**src/rtl/key_scanner.sv**
```systemverilog
// Key switch front-end: synchronise and debounce 16 switches, publish the stable mask and the
// highest pressed note, and serialise press/release events into a 4-deep FWFT FIFO.
module key_scanner #(
  parameter int unsigned SAMPLE_DIV = 100000
) (
  input  logic        CLK,
  input  logic        RST_N,
  input  logic [15:0] sw,
  output logic [15:0] keysStable,
  output logic        noteValid,
  output logic [3:0]  noteIdx,
  output logic        evValid,
  output logic [3:0]  evKey,
  output logic        evPress,
  input  logic        evReady,
  output logic        overflow
);

  localparam int unsigned DivW = 21;
  localparam logic [DivW-1:0] DivMax = DivW'(SAMPLE_DIV - 1);

  logic [15:0]     sync1_q, sync_q;
  logic [DivW-1:0] div_q, div_d;
  logic            tick;
  logic [15:0]     h0_q, h1_q;
  logic [15:0]     stable_q, stable_d;
  logic [15:0]     pending_q, pending_d;
  logic [15:0]     chg, push_clr;
  logic            note_valid_q, note_valid_d;
  logic [3:0]      note_idx_q, note_idx_d;
  logic            ovf_q, ovf_d;
  logic [4:0]      mem_q [4];
  logic [1:0]      wptr_q, rptr_q;
  logic [2:0]      cnt_q, cnt_d;
  logic            pop, push, push_ok, has_pend;
  logic [3:0]      push_key;

  always_comb begin
    tick  = (div_q == DivMax);
    div_d = tick ? '0 : div_q + 1'b1;
    // A key flips only after three consecutive equal tick samples that differ from its state.
    chg = '0;
    if (tick) begin
      chg = ~(sync_q ^ h0_q) & ~(sync_q ^ h1_q) & (sync_q ^ stable_q);
    end
    stable_d = stable_q ^ chg;
  end

  always_comb begin
    pop      = (cnt_q != 3'd0) && evReady;
    push_ok  = (cnt_q < 3'd4) || pop;
    has_pend = |pending_q;
    push_key = 4'd0;
    for (int i = 15; i >= 0; i--) begin
      if (pending_q[i]) begin
        push_key = 4'(i);
      end
    end
    push     = has_pend && push_ok;
    push_clr = push ? (16'b1 << push_key) : 16'b0;
    // A change landing on a still-pending key merges into the single queued event.
    ovf_d     = ovf_q | (|(chg & pending_q & ~push_clr));
    pending_d = (pending_q & ~push_clr) | chg;
    unique case ({push, pop})
      2'b10:   cnt_d = cnt_q + 3'd1;
      2'b01:   cnt_d = cnt_q - 3'd1;
      default: cnt_d = cnt_q;
    endcase
  end

  always_comb begin
    note_valid_d = |stable_q;
    note_idx_d   = 4'd0;
    for (int i = 0; i < 16; i++) begin
      if (stable_q[i]) begin
        note_idx_d = 4'(i);
      end
    end
  end

  always_ff @(posedge CLK) begin
    if (!RST_N) begin
      sync1_q      <= '0;
      sync_q       <= '0;
      div_q        <= '0;
      h0_q         <= '0;
      h1_q         <= '0;
      stable_q     <= '0;
      pending_q    <= '0;
      note_valid_q <= 1'b0;
      note_idx_q   <= '0;
      ovf_q        <= 1'b0;
      wptr_q       <= '0;
      rptr_q       <= '0;
      cnt_q        <= '0;
    end else begin
      sync1_q      <= sw;
      sync_q       <= sync1_q;
      div_q        <= div_d;
      if (tick) begin
        h0_q <= sync_q;
        h1_q <= h0_q;
      end
      stable_q     <= stable_d;
      pending_q    <= pending_d;
      note_valid_q <= note_valid_d;
      note_idx_q   <= note_idx_d;
      ovf_q        <= ovf_d;
      cnt_q        <= cnt_d;
      if (push) begin
        wptr_q <= wptr_q + 2'd1;
      end
      if (pop) begin
        rptr_q <= rptr_q + 2'd1;
      end
    end
  end

  // Storage needs no reset: the count gates everything read out of it.
  always_ff @(posedge CLK) begin
    if (push) begin
      mem_q[wptr_q] <= {stable_q[push_key], push_key};
    end
  end

  always_comb begin
    keysStable = stable_q;
    noteValid  = note_valid_q;
    noteIdx    = note_idx_q;
    overflow   = ovf_q;
    evValid    = (cnt_q != 3'd0);
    evKey      = evValid ? mem_q[rptr_q][3:0] : 4'd0;
    evPress    = evValid ? mem_q[rptr_q][4] : 1'b0;
  end

endmodule

```
**config.mk**
```make
export PLATFORM = sky130hd
export DESIGN_NAME = key_scanner
export DESIGN_NICKNAME = d
export VERILOG_FILES = /design/src/rtl/key_scanner.sv
export SDC_FILE = /design/constraint.sdc
export NUM_CORES = 1
export LEC_CHECK = 0
export ABC_CLOCK_PERIOD_IN_PS = 3110
export CAP_MARGIN = 15
export CORE_ASPECT_RATIO = 2
export CORE_MARGIN = 2
export CORE_UTILIZATION = 58
export CTS_CLUSTER_SIZE = 8
export DETAILED_ROUTE_END_ITERATION = 16
export PLACE_DENSITY = 0.89
export SLEW_MARGIN = 20
export SYNTH_ARGS = -nofsm -noshare
export SYNTH_HDL_FRONTEND = slang
export SYNTH_SLANG_ARGS = --single-unit
```
**constraint.sdc**
```tcl
create_clock -name CLK -period 3.11 [get_ports CLK]
set_input_delay 0.622 -clock CLK [delete_from_list [all_inputs] [get_ports CLK]]
set_output_delay 0.622 -clock CLK [all_outputs]
set_load 0.005 [all_outputs]
```
==> flow_summary_export.csv <==
group,metric,value,unit
outcome,status,"finished, final reports clean",
synthesis,synth_cell_type_count,62,
routing,drt-total-wl,15500,um
global_routing,grt_pass1_wl,25800,um
cts,root_buffer,"clkbuf_16",
worst_setup_path,required,2490,ps
timing,rsz0062_at_grt,"no",
worst_setup_path,cp_max_fo,5,
timing,maxSlewViolCount,0,
synthesis,synth-edff-count,20,
hold_path,min_path_type,"flop to flop",
finish,stdcell_area,7780,sq um
cts,clock_latency,430,ps
cts,h-tree-depth,4,
routing,dr.pass1.iters,5,
worst_setup_path,endpoint_kind,"primary output",
synthesis,synth.top_cells.by_area,"dfxtp_1 (40%), edfxtp_1 (9.1%), nand2_1 (5.8%), a21oi_1 (5.0%), and2_1 (4.4%)",
timing,tns,0,ps
timing,period_share,0.881,
synthesis,synth-seq-area-share,0.494,
placement,hpwl,10600,um
synthesis,synthFlopType,"dfxtp_1",
synthesis,ys_seq_elements,152,
finish,syn2layout_area_growth,18.5,%
pwr,p_leak,2.70,nW
cts,path_clk_slew,60,ps
global_routing,grt_antenna_before_repair,0,
finish,multi_input_area,3130,sq um
placement,postPlaceCellArea,7220,sq um
pwr,p_per_area,522,nW/um^2
placement,gp_congestion,0.992,
timing,clock_skew,8.78,ps
synthesis,synth.net_count,740,
worst_setup_path,r2r-start,"pending_q[7]$_SDFF_PN0_",
global_routing,grt-ovfl-total,0,
routing,postRouteAntennaNets,0,
flow_run,cap_violations,0,
global_routing,gr-usage-all-layers,0.268,
synthesis,synth_area,6570,sq um
worst_setup_path,cp-endpoint,"evKey[0]",
placement,io_buffers,46,
synthesis,synth_top_area_frac,0.402,
timing,post-route-min-period,2740,ps
cts,cts.sinks,152,
worst_setup_path,worstSetupStartpointType,"flop",
floorplan,initial_utilization,0.589,
routing,vias_per_cell,5.97,
cts,post_cts_resized,0,
synthesis,synth_top_cell_by_area,"dfxtp_1",
finish,num-fill-cells,851,
finish,fin_util,0.698,
routing,vias,5498,
worst_setup_path,crit_type,"flop to primary output",
cts,clock_path_buffers,2,
floorplan,die_y,154,um
cts,cts_setup_buffers,0,
floorplan,die_w,79.2,um
finish,final_nets,792,
cts,cts_tree,"yes",
routing,drt-initial-drc-count,569,
timing,relSlewSlack,0.444,
finish,insertedDiodeCount,0,
cts,cts_buffers,17,
synthesis,synth.avg_cell_area,9.20,sq um
worst_setup_path,reg2reg_depth,8,
worst_setup_path,r2r_slack,430,ps
floorplan,die-area,12200,sq um
timing,worst_slew_pin_slew,835,ps
synthesis,synthArstFlopShare,0,
timing,fmax,365,MHz
floorplan,coreArea,11100,sq um
worst_setup_path,arrival,2120,ps
global_routing,grt_pass1_vias,5322,
pwr,ir_drop,0.407,mV
finish,seqCellArea,3240,sq um
synthesis,ys_warn_count,0,
timing,setup_viol,0,
floorplan,io_pins,47,
cts,postCtsHoldBufs,0,
routing,drc,0,
finish,drive_gt1_frac,0.0976,
timing,hold_viol_final,0,
global_routing,grt_max_degree,39,
floorplan,row_count,55,
routing,routedWlPerCell,16.8,um
synthesis,netlist_instances,714,
worst_setup_path,r2r_end,"overflow$_SDFF_PN0_",
worst min path at each step:
stage / startpoint / endpoint / cells past startpoint
2_1_floorplan: sync1_q[0]$_SDFF_PN0_ / sync_q[0]$_SDFF_PN0_ / 1
3_3_place_gp: sync1_q[5]$_SDFF_PN0_ / sync_q[5]$_SDFF_PN0_ / 1
3_5_place_dp: sync1_q[8]$_SDFF_PN0_ / sync_q[8]$_SDFF_PN0_ / 1
4_1_cts: sync1_q[4]$_SDFF_PN0_ / sync_q[4]$_SDFF_PN0_ / 1
5_1_grt: sync1_q[8]$_SDFF_PN0_ / sync_q[8]$_SDFF_PN0_ / 1
6_report: sync1_q[9]$_SDFF_PN0_ / sync_q[9]$_SDFF_PN0_ / 1
registers in the layout, summed over array words and instances (netlist names), named ones only:
register,flops
h1_q,16
cnt_q,3
sync1_q,16
keysStable,16
wptr_q,2
noteIdx,4
overflow,1
h0_q,16
mem_q,20
noteValid,1
pending_q,16
rptr_q,2
sync_q,16
div_q,21
per-layer routing:
layer / part of all wire / up-vias / track usage
li1: - / 2618 / -
met1: 0.39 / 2613 / 0.323
met2: 0.51 / 214 / 0.456
met3: 0.055 / 53 / 0.0461
met4: 0.038 / 0 / 0.129
met5: 0 / - / 0
synth_stat cells (6+ instances only):
library cell    n
nor2b_1         7
dfxtp_1       132
nor4_1         12
and2_1         46
nand4_1        12
xor2_1         19
nor3_1         10
xnor2_1        19
nand3_1        15
mux2i_1         6
edfxtp_1       20
a21oi_1        65
nor2_1         76
or3_1           6
clkbuf_1       22
o21ai_0        10
nand2_1       101
nand4b_1       13
nor4b_1         6
or4b_2         11
inv_1          17
ha_1            6
power breakdown:
part	internal (mW)	total, mW	switching [mW]
sequential	2.01	2.02	0.0124
combinational	0.0364	0.0706	0.0343
clock	1.12	1.97	0.857
cells in the final DEF, fill, tap and decap left out, types with 15 or more instances in the layout:
cell,instances
dfxtp_1,132
nand2_1,101
nor2_1,75
a21oi_1,65
and2_1,46
clkdlybuf4s50_1,46
edfxtp_1,20
xnor2_1,19
xor2_1,19
buf_4,19
clkbuf_16,17
inv_1,16
nand3_1,15
through the flow:
stage / total power, mW / setup WS (ps) / hold slack, ps / std cells
final: 4.06 / 370 / 432 / 921
after detailed placement: 2.13 / 449 / 418 / 889
after floorplan: 2.09 / 631 / 412 / 714
after global routing: 4.17 / 250 / 440 / 921
after global placement: 2.13 / 493 / 415 / 889
after CTS: 4.08 / 331 / 432 / 921
area by class of cell:
class,count,area share
sequential,152,0.417
multi-input combinational,513,0.402
timing repair buffer,65,0.0775
clock buffer,18,0.0551
tap,142,0.0228
clock inverter,14,0.0178
inverter,17,0.00820
cell families after synthesis:
family,count (synthesis),share of synthesized area
buf+inv,49,0.0303
compound gates,117,0.114
simple gates,340,0.270
mux,11,0.0263
flops,152,0.494
fa+ha+maj,7,0.0145
xor+xnor,38,0.0507
worst max-delay path, stage by stage (launching register included):
cell	delay, ps
dfxtp_1	520
mux4_2	560
and2_1	170
clkdlybuf4s50_1	430
(Power assumes the default switching activity.)
